## config.mk

```make
export PLATFORM = sky130hd
export DESIGN_NAME = atmega_tim_prescaler_flat
export DESIGN_NICKNAME = d
export VERILOG_FILES = /design/src/rtl/atmega_tim_prescaler_pkg.sv /design/src/rtl/atmega_tim_prescaler_if.sv /design/src/rtl/atmega_tim_prescaler_tim_pin_sync.sv /design/src/rtl/atmega_tim_prescaler.sv /design/src/flat_wrapper.sv
export SDC_FILE = /design/constraint.sdc
export NUM_CORES = 1
export LEC_CHECK = 0
export ABC_AREA = 1
export CORE_MARGIN = 1
export CORE_UTILIZATION = 25
export CTS_BUF_LIST = sky130_fd_sc_hd__clkbuf_8 sky130_fd_sc_hd__clkbuf_16
export CTS_CLUSTER_SIZE = 20
export DETAILED_ROUTE_END_ITERATION = 10
export PLACE_DENSITY = 0.54
export SETUP_SLACK_MARGIN = 0.05
export SYNTH_ARGS = -nofsm -noshare
export SYNTH_HDL_FRONTEND = slang
export SYNTH_SLANG_ARGS = --single-unit
```

## constraint.sdc

```tcl
create_clock -name clk -period 2.1 [get_ports clk]
set_clock_uncertainty 0.2 [all_clocks]
set_input_delay 0.42 -clock clk [delete_from_list [all_inputs] [get_ports clk]]
set_output_delay 0.42 -clock clk [all_outputs]
set_load 0.02 [all_outputs]
```

## src/rtl/atmega_tim_prescaler_pkg.sv

```systemverilog
// Shared timer constants: GTCCR bit positions, default IO address and prescaler tap points.
// The 8-bit and 16-bit timer blocks import the same package.
package atmega_tim_prescaler_pkg;

  localparam int BUS_ADDR_IO_LEN_DFLT = 6;
  localparam int GTCCR_ADDR_DFLT      = 'h23;

  localparam int GTCCR_TSM     = 7;
  localparam int GTCCR_PSRASY  = 1;
  localparam int GTCCR_PSRSYNC = 0;

  localparam int PCNT_W      = 10;
  localparam int CLK8_BIT    = 2;
  localparam int CLK64_BIT   = 5;
  localparam int CLK256_BIT  = 7;
  localparam int CLK1024_BIT = 9;

  localparam int SYNC_STAGES = 2;

  typedef struct packed {
    logic tsm;
    logic psrasy;
    logic psrsync;
  } gtccr_t;

  function automatic logic [7:0] gtccr_pack(gtccr_t g);
    logic [7:0] v;
    v                = 8'h00;
    v[GTCCR_TSM]     = g.tsm;
    v[GTCCR_PSRASY]  = g.psrasy;
    v[GTCCR_PSRSYNC] = g.psrsync;
    return v;
  endfunction

  function automatic gtccr_t gtccr_unpack(logic [7:0] v);
    gtccr_t g;
    g.tsm     = v[GTCCR_TSM];
    g.psrasy  = v[GTCCR_PSRASY];
    g.psrsync = v[GTCCR_PSRSYNC];
    return g;
  endfunction

endpackage

```

## src/rtl/atmega_tim_prescaler_if.sv

```systemverilog
// IO-bus bundle between the CPU IO space and the prescaler register.
interface atmega_tim_prescaler_if
  import atmega_tim_prescaler_pkg::*;
#(
  parameter int ADDR_W = BUS_ADDR_IO_LEN_DFLT
);
  logic [ADDR_W-1:0] addr_io;
  logic              wr_io;
  logic              rd_io;
  logic [7:0]        bus_io_in;
  logic [7:0]        bus_io_out;

  modport master (output addr_io, wr_io, rd_io, bus_io_in, input bus_io_out);
  modport slave  (input addr_io, wr_io, rd_io, bus_io_in, output bus_io_out);
endinterface

```

## src/rtl/atmega_tim_prescaler_tim_pin_sync.sv

```systemverilog
// One external count pin: two-flop synchronizer, history flop and registered edge strobes.
module tim_pin_sync
  import atmega_tim_prescaler_pkg::*;
(
  input  logic clk,
  input  logic rst,
  input  logic i_t,
  output logic o_rise,
  output logic o_fall
);

  logic [SYNC_STAGES-1:0] r_sync;
  logic                   r_hist;
  logic                   w_sync;

  assign w_sync = r_sync[SYNC_STAGES-1];

  always_ff @(posedge clk) begin
    if (rst) begin
      r_sync <= '0;
      r_hist <= 1'b0;
      o_rise <= 1'b0;
      o_fall <= 1'b0;
    end else begin
      r_sync <= {r_sync[SYNC_STAGES-2:0], i_t};
      r_hist <= w_sync;
      o_rise <= w_sync & ~r_hist;
      o_fall <= ~w_sync & r_hist;
    end
  end

endmodule

```

## src/rtl/atmega_tim_prescaler.sv

```systemverilog
// Shared timer prescaler: GTCCR register, free-running 10-bit divider with clkN taps,
// and synchronized edge strobes for the external Tn count pins.
module atmega_tim_prescaler
  import atmega_tim_prescaler_pkg::*;
#(
  parameter int                         BUS_ADDR_IO_LEN = BUS_ADDR_IO_LEN_DFLT,
  parameter logic [BUS_ADDR_IO_LEN-1:0] GTCCR_ADDR      = BUS_ADDR_IO_LEN'(GTCCR_ADDR_DFLT),
  parameter int                         T_CNT           = 2
) (
  input  logic                 clk,
  input  logic                 rst,
  atmega_tim_prescaler_if.slave bus,
  output logic                 o_clk8,
  output logic                 o_clk64,
  output logic                 o_clk256,
  output logic                 o_clk1024,
  input  logic [T_CNT-1:0]     i_t,
  output logic [T_CNT-1:0]     o_t_rise,
  output logic [T_CNT-1:0]     o_t_fall,
  output logic                 o_psrasy_pulse
);

  logic [PCNT_W-1:0] r_pcnt;
  gtccr_t            r_gtccr;
  gtccr_t            w_wdata;
  logic              w_wr_gtccr;
  logic              w_rd_gtccr;
  logic              w_unused;

  assign w_wr_gtccr = bus.wr_io && (bus.addr_io == GTCCR_ADDR);
  assign w_rd_gtccr = bus.rd_io && (bus.addr_io == GTCCR_ADDR);
  assign w_wdata    = gtccr_unpack(bus.bus_io_in);
  assign w_unused   = &{1'b0, bus.bus_io_in[6:2]};

  // PSR bits self-clear one edge after being set unless TSM holds them; a write that
  // keeps TSM set cannot drop a PSR bit that is already being held.
  always_ff @(posedge clk) begin
    if (rst) begin
      r_gtccr <= '0;
    end else if (w_wr_gtccr) begin
      r_gtccr.tsm     <= w_wdata.tsm;
      r_gtccr.psrasy  <= w_wdata.psrasy  | (r_gtccr.psrasy  & w_wdata.tsm);
      r_gtccr.psrsync <= w_wdata.psrsync | (r_gtccr.psrsync & w_wdata.tsm);
    end else if (!r_gtccr.tsm) begin
      r_gtccr.psrasy  <= 1'b0;
      r_gtccr.psrsync <= 1'b0;
    end
  end

  // A PSRSYNC write takes priority over the natural wrap; the counter then sits at 0
  // for as long as the bit stays set.
  always_ff @(posedge clk) begin
    if (rst) begin
      r_pcnt <= '0;
    end else if ((w_wr_gtccr && w_wdata.psrsync) || r_gtccr.psrsync) begin
      r_pcnt <= '0;
    end else begin
      r_pcnt <= r_pcnt + PCNT_W'(1);
    end
  end

  assign o_clk8         = r_pcnt[CLK8_BIT];
  assign o_clk64        = r_pcnt[CLK64_BIT];
  assign o_clk256       = r_pcnt[CLK256_BIT];
  assign o_clk1024      = r_pcnt[CLK1024_BIT];
  assign o_psrasy_pulse = r_gtccr.psrasy;

  assign bus.bus_io_out = w_rd_gtccr ? gtccr_pack(r_gtccr) : 8'h00;

  for (genvar gi = 0; gi < T_CNT; gi++) begin : g_pin
    tim_pin_sync u_pin_sync (
      .clk    (clk),
      .rst    (rst),
      .i_t    (i_t[gi]),
      .o_rise (o_t_rise[gi]),
      .o_fall (o_t_fall[gi])
    );
  end

endmodule

```

## src/flat_wrapper.sv

```systemverilog
// flat-port wrapper written by rule: the top's interface ports become plain ports
module atmega_tim_prescaler_flat import atmega_tim_prescaler_pkg::*;
#(
  parameter int                         BUS_ADDR_IO_LEN = BUS_ADDR_IO_LEN_DFLT,
  parameter logic [BUS_ADDR_IO_LEN-1:0] GTCCR_ADDR      = BUS_ADDR_IO_LEN'(GTCCR_ADDR_DFLT),
  parameter int                         T_CNT           = 2
)
  (clk, rst, o_clk8, o_clk64, o_clk256, o_clk1024, i_t, o_t_rise, o_t_fall, o_psrasy_pulse, bus_addr_io, bus_wr_io, bus_rd_io, bus_bus_io_in, bus_bus_io_out);
  atmega_tim_prescaler_if #(.ADDR_W(6)) bus_i ();
  input  logic clk;
  input  logic rst;
  output logic o_clk8;
  output logic o_clk64;
  output logic o_clk256;
  output logic o_clk1024;
  input  logic [T_CNT-1:0] i_t;
  output logic [T_CNT-1:0] o_t_rise;
  output logic [T_CNT-1:0] o_t_fall;
  output logic o_psrasy_pulse;
  input wire logic [$bits(bus_i.addr_io)-1:0] bus_addr_io;
  input wire logic [$bits(bus_i.wr_io)-1:0] bus_wr_io;
  input wire logic [$bits(bus_i.rd_io)-1:0] bus_rd_io;
  input wire logic [$bits(bus_i.bus_io_in)-1:0] bus_bus_io_in;
  output wire logic [$bits(bus_i.bus_io_out)-1:0] bus_bus_io_out;
  assign bus_i.addr_io = bus_addr_io;
  assign bus_i.wr_io = bus_wr_io;
  assign bus_i.rd_io = bus_rd_io;
  assign bus_i.bus_io_in = bus_bus_io_in;
  assign bus_bus_io_out = bus_i.bus_io_out;
  atmega_tim_prescaler #(.BUS_ADDR_IO_LEN(BUS_ADDR_IO_LEN), .GTCCR_ADDR(GTCCR_ADDR), .T_CNT(T_CNT)) u_core (.clk(clk), .rst(rst), .bus(bus_i), .o_clk8(o_clk8), .o_clk64(o_clk64), .o_clk256(o_clk256), .o_clk1024(o_clk1024), .i_t(i_t), .o_t_rise(o_t_rise), .o_t_fall(o_t_fall), .o_psrasy_pulse(o_psrasy_pulse));
endmodule
```

==> results of run 1 <==
==> final timing paths <==
check                                                                        to  cells past startpoint
worst max-delay path                                          bus_bus_io_out[7]                      5
worst min-delay path            u_core.g_pin[1].u_pin_sync.r_sync[1]$_SDFF_PP0_                      2
worst max register to register                      u_core.r_pcnt[8]$_SDFF_PP0_                      6
worst min register to register  u_core.g_pin[1].u_pin_sync.r_sync[1]$_SDFF_PP0_                      2
==> final cells by class <==
type	instances	area share
Multi-Input combinational cell	78	0.316
Clock buffer	3	0.0310
Tap cell	48	0.0450
Inverter	19	0.0535
Clock inverter	1	0.00375
Sequential cell	23	0.345
Timing Repair Buffer	29	0.205
==> what timing repair did <==
action                     CTS  global route
setup endpoints to repair    3             0
gates resized for setup     22             0
hold endpoints to repair     0             0
hold buffers                 0             0
==> cell usage in the layout, fill, tap and decap left out, types with 2 or more instances in the layout <==
master	Yosys	final
xnor2_1	2	2
clkdlybuf4s50_1	0	19
dlygate4sd2_1	0	4
nor2_2	4	5
nor2_1	22	21
nand4_1	3	3
dfxtp_1	23	23
nand2_1	19	19
a21oi_1	3	3
nand3_1	7	6
nand3_2	1	2
o21ai_0	2	2
nor3_1	2	2
conb_1	1	5
clkbuf_8	0	3
buf_4	9	5
inv_1	19	19
xor2_1	3	3
==> kinds of logic (layout without fill, tap and decap cells) <==
logic type | Yosys count | after routing | share of synthesized area
simple gates | 62 | 62 | 0.313
buf+inv | 29 | 52 | 0.142
flops | 23 | 23 | 0.459
compound gates | 5 | 5 | 0.0250
xor+xnor | 5 | 5 | 0.0437
fa+ha+maj | 1 | 1 | 0.0125
other cells | 1 | 5 | 0.00374
==> layer usage <==
metal | track usage | wire [um] | up-vias
li1 | - | - | 424
met1 | 0.0979 | 775 | 359
met2 | 0.144 | 741 | 20
met3 | 0.0382 | 89 | 0
met4 | 0.0163 | 0 | 0
met5 | 0 | 0 | -
==> worst max-delay path, stage by stage <==
cell	delay, ps
clkdlybuf4s50_1	410
nor2_2	140
nand3_2	110
nor2_1	110
buf_4	150
==> flip-flops by register name, summed over array words and instances, names as in the netlist <==
| signal | flops |
|---|---|
| u_core.g_pin.u_pin_sync.o_rise | 2 |
| u_core.g_pin.u_pin_sync.o_fall | 2 |
| u_core.o_psrasy_pulse | 1 |
| u_core.r_gtccr | 2 |
| u_core.g_pin.u_pin_sync.r_sync | 4 |
| u_core.r_pcnt | 10 |
| u_core.g_pin.u_pin_sync.r_hist | 2 |
==> per-stage QoR <==
stage	setup TNS, ps	utilization	hold WS (ps)	cells	total power [mW]
after CTS	0	0.356	207	201	0.803
after global routing	0	0.356	225	201	0.837
after global placement	-1290	0.344	191	197	0.544
after floorplan	0	-	188	130	0.511
final	0	0.356	205	201	0.792
after detailed placement	-1300	0.344	196	197	0.545
==> report_power, final <==
group | switching, mW | leakage, nW | internal [mW] | total, mW
registers | 0.00796 | 0.187 | 0.447 | 0.455
logic | 0.0380 | 0.320 | 0.0389 | 0.0769
clock network | 0.128 | 0.0255 | 0.132 | 0.260
==> impl_metrics.py, run 1 <==
metrics = {
    "outcome": {
        "status": "complete, no violations",
    },
    "synth": {
        "yosysTopAreaCellShare": 0.459,
        "ys_types": 21,
        "synth_area_leaders": "dfxtp_1 (46%), nor2_1 (8.2%), inv_1 (7.1%), nand2_1 (7.1%), buf_4 (6.7%)",
        "syn_avg_cell_area_sq_um": 7.95,
        "ys.flop_type": "dfxtp_1",
        "syn_area_sq_mm": 0.00100,
        "synth_top_area_cell": "dfxtp_1",
        "synthCells": 126,
        "ys_warn_count": 0,
        "ys_seq_elements": 23,
        "synthArstFlopShare": 0,
        "yosysMostFrequentCell": "dfxtp_1",
        "ys_top_cells_by_count": "dfxtp_1 (23), nor2_1 (22), inv_1 (19), nand2_1 (19), buf_4 (9)",
        "synth-edff-count": 0,
        "ys_seq_area_frac": 0.459,
    },
    "timing": {
        "drv_slew": 0,
        "period_share": 0.933,
        "fmax_ghz": 0.510,
        "min_period_ps": 1960,
        "setup_viol": 0,
        "rsz0062_at_grt": "no",
        "finalHoldViolCount": 0,
        "finalWorstSetupSlack_ps": 140,
    },
    "worst_setup_path": {
        "reg2reg_from": "u_core.r_pcnt[0]$_SDFF_PP0_",
        "cp-start-kind": "input port",
        "critical_path_required_ps": 1480,
        "critPathLaunch": "bus_addr_io[2]",
        "critPathKind": "in -> out",
        "ff2ff_setup_slack_ps": 730,
        "critPathCaptureType": "output pin",
        "crit_arrival_ps": 1340,
        "path_max_fanout": 3,
    },
    "global_route": {
        "grt_pass1_vias": 728,
        "antenna_found_initial": 0,
        "grt_overflow": 0,
        "grt_pass1_wl_um": 2860,
        "grt_max_degree": 14,
        "grt_use_total": 0.0849,
    },
    "floorplanning": {
        "die_y_um": 65.3,
        "die_x_um": 65.3,
        "pin_count": 37,
        "die_area_sq_mm": 0.00427,
        "rows": 22,
        "initial_core_util": 0.268,
        "coreArea_sq_mm": 0.00374,
    },
    "place": {
        "port_buffers": 26,
        "placed_area_sq_mm": 0.00129,
        "hpwl_um": 1290,
        "dp_slack_ps": -454,
        "place.gp.congestion": 0.794,
    },
    "pwr": {
        "ir_drop_mv": 0.420,
        "p_leak_nw": 0.532,
        "power_density_mw_per_mm2": 594,
    },
    "clocking": {
        "cts.path.max_buffers": 2,
        "cts_setup_buffers": 0,
        "root_buffer": "clkbuf_8",
        "cts_tree": "built",
        "numCtsBuffers": 3,
        "cts_max_level": 1,
        "cts.clk_slew.worst_paths_ps": 80,
        "cts_sinks": 23,
        "clock_latency_ps": 250,
    },
    "cells_and_area": {
        "fin_nets": 175,
        "layout-drive-gt1-share": 0.137,
        "register_area_sq_um": 460,
        "n_fill_cell": 416,
        "diodes": 0,
        "finalInstanceArea_sq_mm": 0.00133,
        "area_delta_synth_final_pct": 33.1,
        "multiInputGateArea_sq_um": 422,
    },
    "detailed_routing": {
        "vias": 803,
        "drt_wl_total_um": 1610,
        "drc_errors": 0,
        "drt_iter0_markers": 25,
        "vias_per_cell": 4.00,
        "avgRoutedWirePerCell_um": 7.99,
        "dr.pass1.iters": 2,
        "antenna_left": 0,
    },
    "job": {
        "drv_cap": 0,
    },
    "hold_path": {
        "hp-start": "u_core.g_pin[1].u_pin_sync.r_sync[0]$_SDFF_PP0_",
        "min_path_type": "reg -> reg",
    },
}
(Power assumes the default switching activity.)
==> inputs of run 2 (changes only) <==
- CORE_ASPECT_RATIO: default -> 1.25
==> run 2 against run 1 <==
  * Sequential power barely moved
  * Routed wire length is 17% higher
  * Cell count is 5.5% higher
  * Die area barely moved
  * Setup slack worse by 26 ps
  * Clock-buffer cell count unchanged
  * Via count up 5.0%
  * Flip-flop and latch count stayed put
  * Non-clock buffer count is 5 higher
  * Global-route usage rose by 1.4 points
  * Cell area rose by 3.2%
  * Critical endpoint unchanged
  * Largest cell class unchanged
==> impl_metrics.py, run 2 (synthesis results as in run 1) <==
metrics = {
    "timing": {
        "fmax_ghz": 0.504,
        "finalHoldViolCount": 0,
        "finalWorstSetupSlack_ps": 114,
        "rsz0062_at_grt": "no",
        "min_period_ps": 1990,
        "fin_setup_tns_ps": 0,
        "setup_viol": 0,
        "period_share": 0.945,
        "drv_slew": 0,
    },
    "detailed_routing": {
        "drt_wl_total_um": 1880,
        "avgRoutedWirePerCell_um": 8.85,
        "vias_per_cell": 3.98,
        "antenna_left": 0,
        "vias": 843,
        "dr.pass1.iters": 4,
        "drt_iter0_markers": 20,
        "drc_errors": 0,
    },
    "clocking": {
        "cts.clk_slew.worst_paths_ps": 80,
        "cts.path.max_buffers": 2,
        "clock_latency_ps": 260,
        "ctsHoldBuffers": 0,
        "numCtsBuffers": 3,
        "cts_max_level": 1,
        "root_buffer": "clkbuf_8",
        "cts_sinks": 23,
        "cts_tree": "built",
    },
    "pwr": {
        "p_sw_frac": 0.230,
        "switchingPower_uw": 186,
        "total_power_uw": 807,
        "p_int_uw": 621,
        "combinationalPowerShare": 0.101,
        "power_density_mw_per_mm2": 586,
        "p_leak_nw": 0.559,
        "p_clk_frac": 0.335,
        "ir_drop_mv": 0.265,
        "seqPwrFrac": 0.564,
    },
    "cells_and_area": {
        "largest_register_ffs": 10,
        "fin_nets": 180,
        "diodes": 0,
        "layout-drive-gt1-share": 0.165,
        "layout_common_cells": "dfxtp_1 (23), nor2_1 (21), inv_1 (19), nand2_1 (19), clkdlybuf4s50_1 (19)",
        "largest_register": "u_core.r_pcnt",
        "area_delta_synth_final_pct": 37.3,
        "largest_registers": "u_core.r_pcnt (10), u_core.g_pin.u_pin_sync.r_sync (4)",
        "final_common_cell": "dfxtp_1",
        "utilization": 0.361,
        "n_fill_cell": 426,
    },
    "worst_setup_path": {
        "critPathKind": "in -> out",
        "critPathCaptureType": "output pin",
        "endpoint": "bus_bus_io_out[7]",
        "critPathLaunch": "bus_addr_io[2]",
        "reg2reg_from": "u_core.r_pcnt[0]$_SDFF_PP0_",
        "critical_path_required_ps": 1480,
        "ff2ff_setup_slack_ps": 760,
        "path_max_fanout": 3,
        "ff2ff_path_depth": 6,
        "cp-start-kind": "input port",
        "crit_arrival_ps": 1370,
        "r2r_end": "u_core.r_pcnt[8]$_SDFF_PP0_",
    },
    "hold_path": {
        "min_path_type": "reg -> reg",
    },
    "floorplanning": {
        "pin_count": 37,
        "die_area_sq_mm": 0.00427,
        "rows": 25,
        "die_y_um": 72.8,
        "die_x_um": 58.6,
        "initial_core_util": 0.263,
        "coreArea_sq_mm": 0.00382,
    },
    "global_route": {
        "grt_use_total": 0.0989,
        "grt_pass1_vias": 837,
        "grt_overflow": 0,
        "grt_pass1_wl_um": 3280,
        "antenna_found_initial": 0,
        "grt_max_degree": 14,
    },
    "job": {
        "drv_cap": 0,
    },
    "place": {
        "port_buffers": 26,
        "hpwl_um": 1420,
        "dp_slack_ps": -437,
        "place.gp.congestion": 0.731,
    },
    "outcome": {
        "status": "complete, no violations",
    },
}
-- run 2: changes by cell type in the layout (fill, tap and decap cells not counted) --
cell / change
buf_4: +4
buf_2: +1
-- run 2: per-layer routing --
layer | share of wire | vias to the layer above | track usage
met3 | 0.030 | 2 | 0.0213
met4 | 0.0069 | 0 | 0.0317
li1 | - | 436 | -
met1 | 0.40 | 389 | 0.105
met2 | 0.56 | 16 | 0.190
met5 | 0 | - | 0
-- run 2: per-stage QoR --
| step | hold WS (ps) | instance area, sq um | std cells |
|---|---|---|---|
| global placement | 198 | 1300 | 203 |
| finish | 212 | 1380 | 212 |
| CTS | 217 | 1380 | 212 |
| floorplan | 188 | 1020 | 130 |
| global route | 247 | 1380 | 212 |
| detailed placement | 200 | 1300 | 203 |
-- run 2: repair_timing --
action,4_1_cts,5_1_grt
setup buffers,5,0
resized for setup,21,0
setup endpoints to repair,3,0
-- run 2: power by group through the flow --
stage | clock, mW | combinational (mW) | sequential [mW]
after detailed placement | 0 | 0.0802 | 0.466
final | 0.270 | 0.0815 | 0.455
after global routing | 0.300 | 0.0905 | 0.457
after CTS | 0.284 | 0.0816 | 0.455
after global placement | 0 | 0.0786 | 0.465
after floorplan | 0 | 0.0450 | 0.466
-- run 2: critical path, stage by stage --
cell,delay (ps)
clkdlybuf4s50_1,410
nor2_2,150
nand3_2,120
nor2_2,140
buf_6,130
-- run 2: layout make-up --
class,instances,area [sq um],share of cell area
sequential,23,460,0.335
multi-input combinational,78,422,0.306
timing repair buffer,34,309,0.225
inverter,19,71.3,0.0518
tap,54,67.6,0.0491
clock buffer,3,41.3,0.0300
clock inverter,1,5.00,0.00364
-- run 2: worst min path at each step --
stage	startpoint	endpoint	slack [ps]	depth (start not counted)
after floorplan	u_core.g_pin[0].u_pin_sync.r_sync[0]$_SDFF_PP0_	u_core.g_pin[0].u_pin_sync.r_sync[1]$_SDFF_PP0_	190	2
after global placement	u_core.g_pin[1].u_pin_sync.r_sync[0]$_SDFF_PP0_	u_core.g_pin[1].u_pin_sync.r_sync[1]$_SDFF_PP0_	200	2
after detailed placement	u_core.g_pin[1].u_pin_sync.r_sync[0]$_SDFF_PP0_	u_core.g_pin[1].u_pin_sync.r_sync[1]$_SDFF_PP0_	200	2
after CTS	u_core.g_pin[1].u_pin_sync.r_sync[0]$_SDFF_PP0_	u_core.g_pin[1].u_pin_sync.r_sync[1]$_SDFF_PP0_	220	2
after global routing	u_core.g_pin[0].u_pin_sync.r_sync[0]$_SDFF_PP0_	u_core.g_pin[0].u_pin_sync.r_sync[1]$_SDFF_PP0_	250	2
final	u_core.g_pin[1].u_pin_sync.r_sync[0]$_SDFF_PP0_	u_core.g_pin[1].u_pin_sync.r_sync[1]$_SDFF_PP0_	210	2
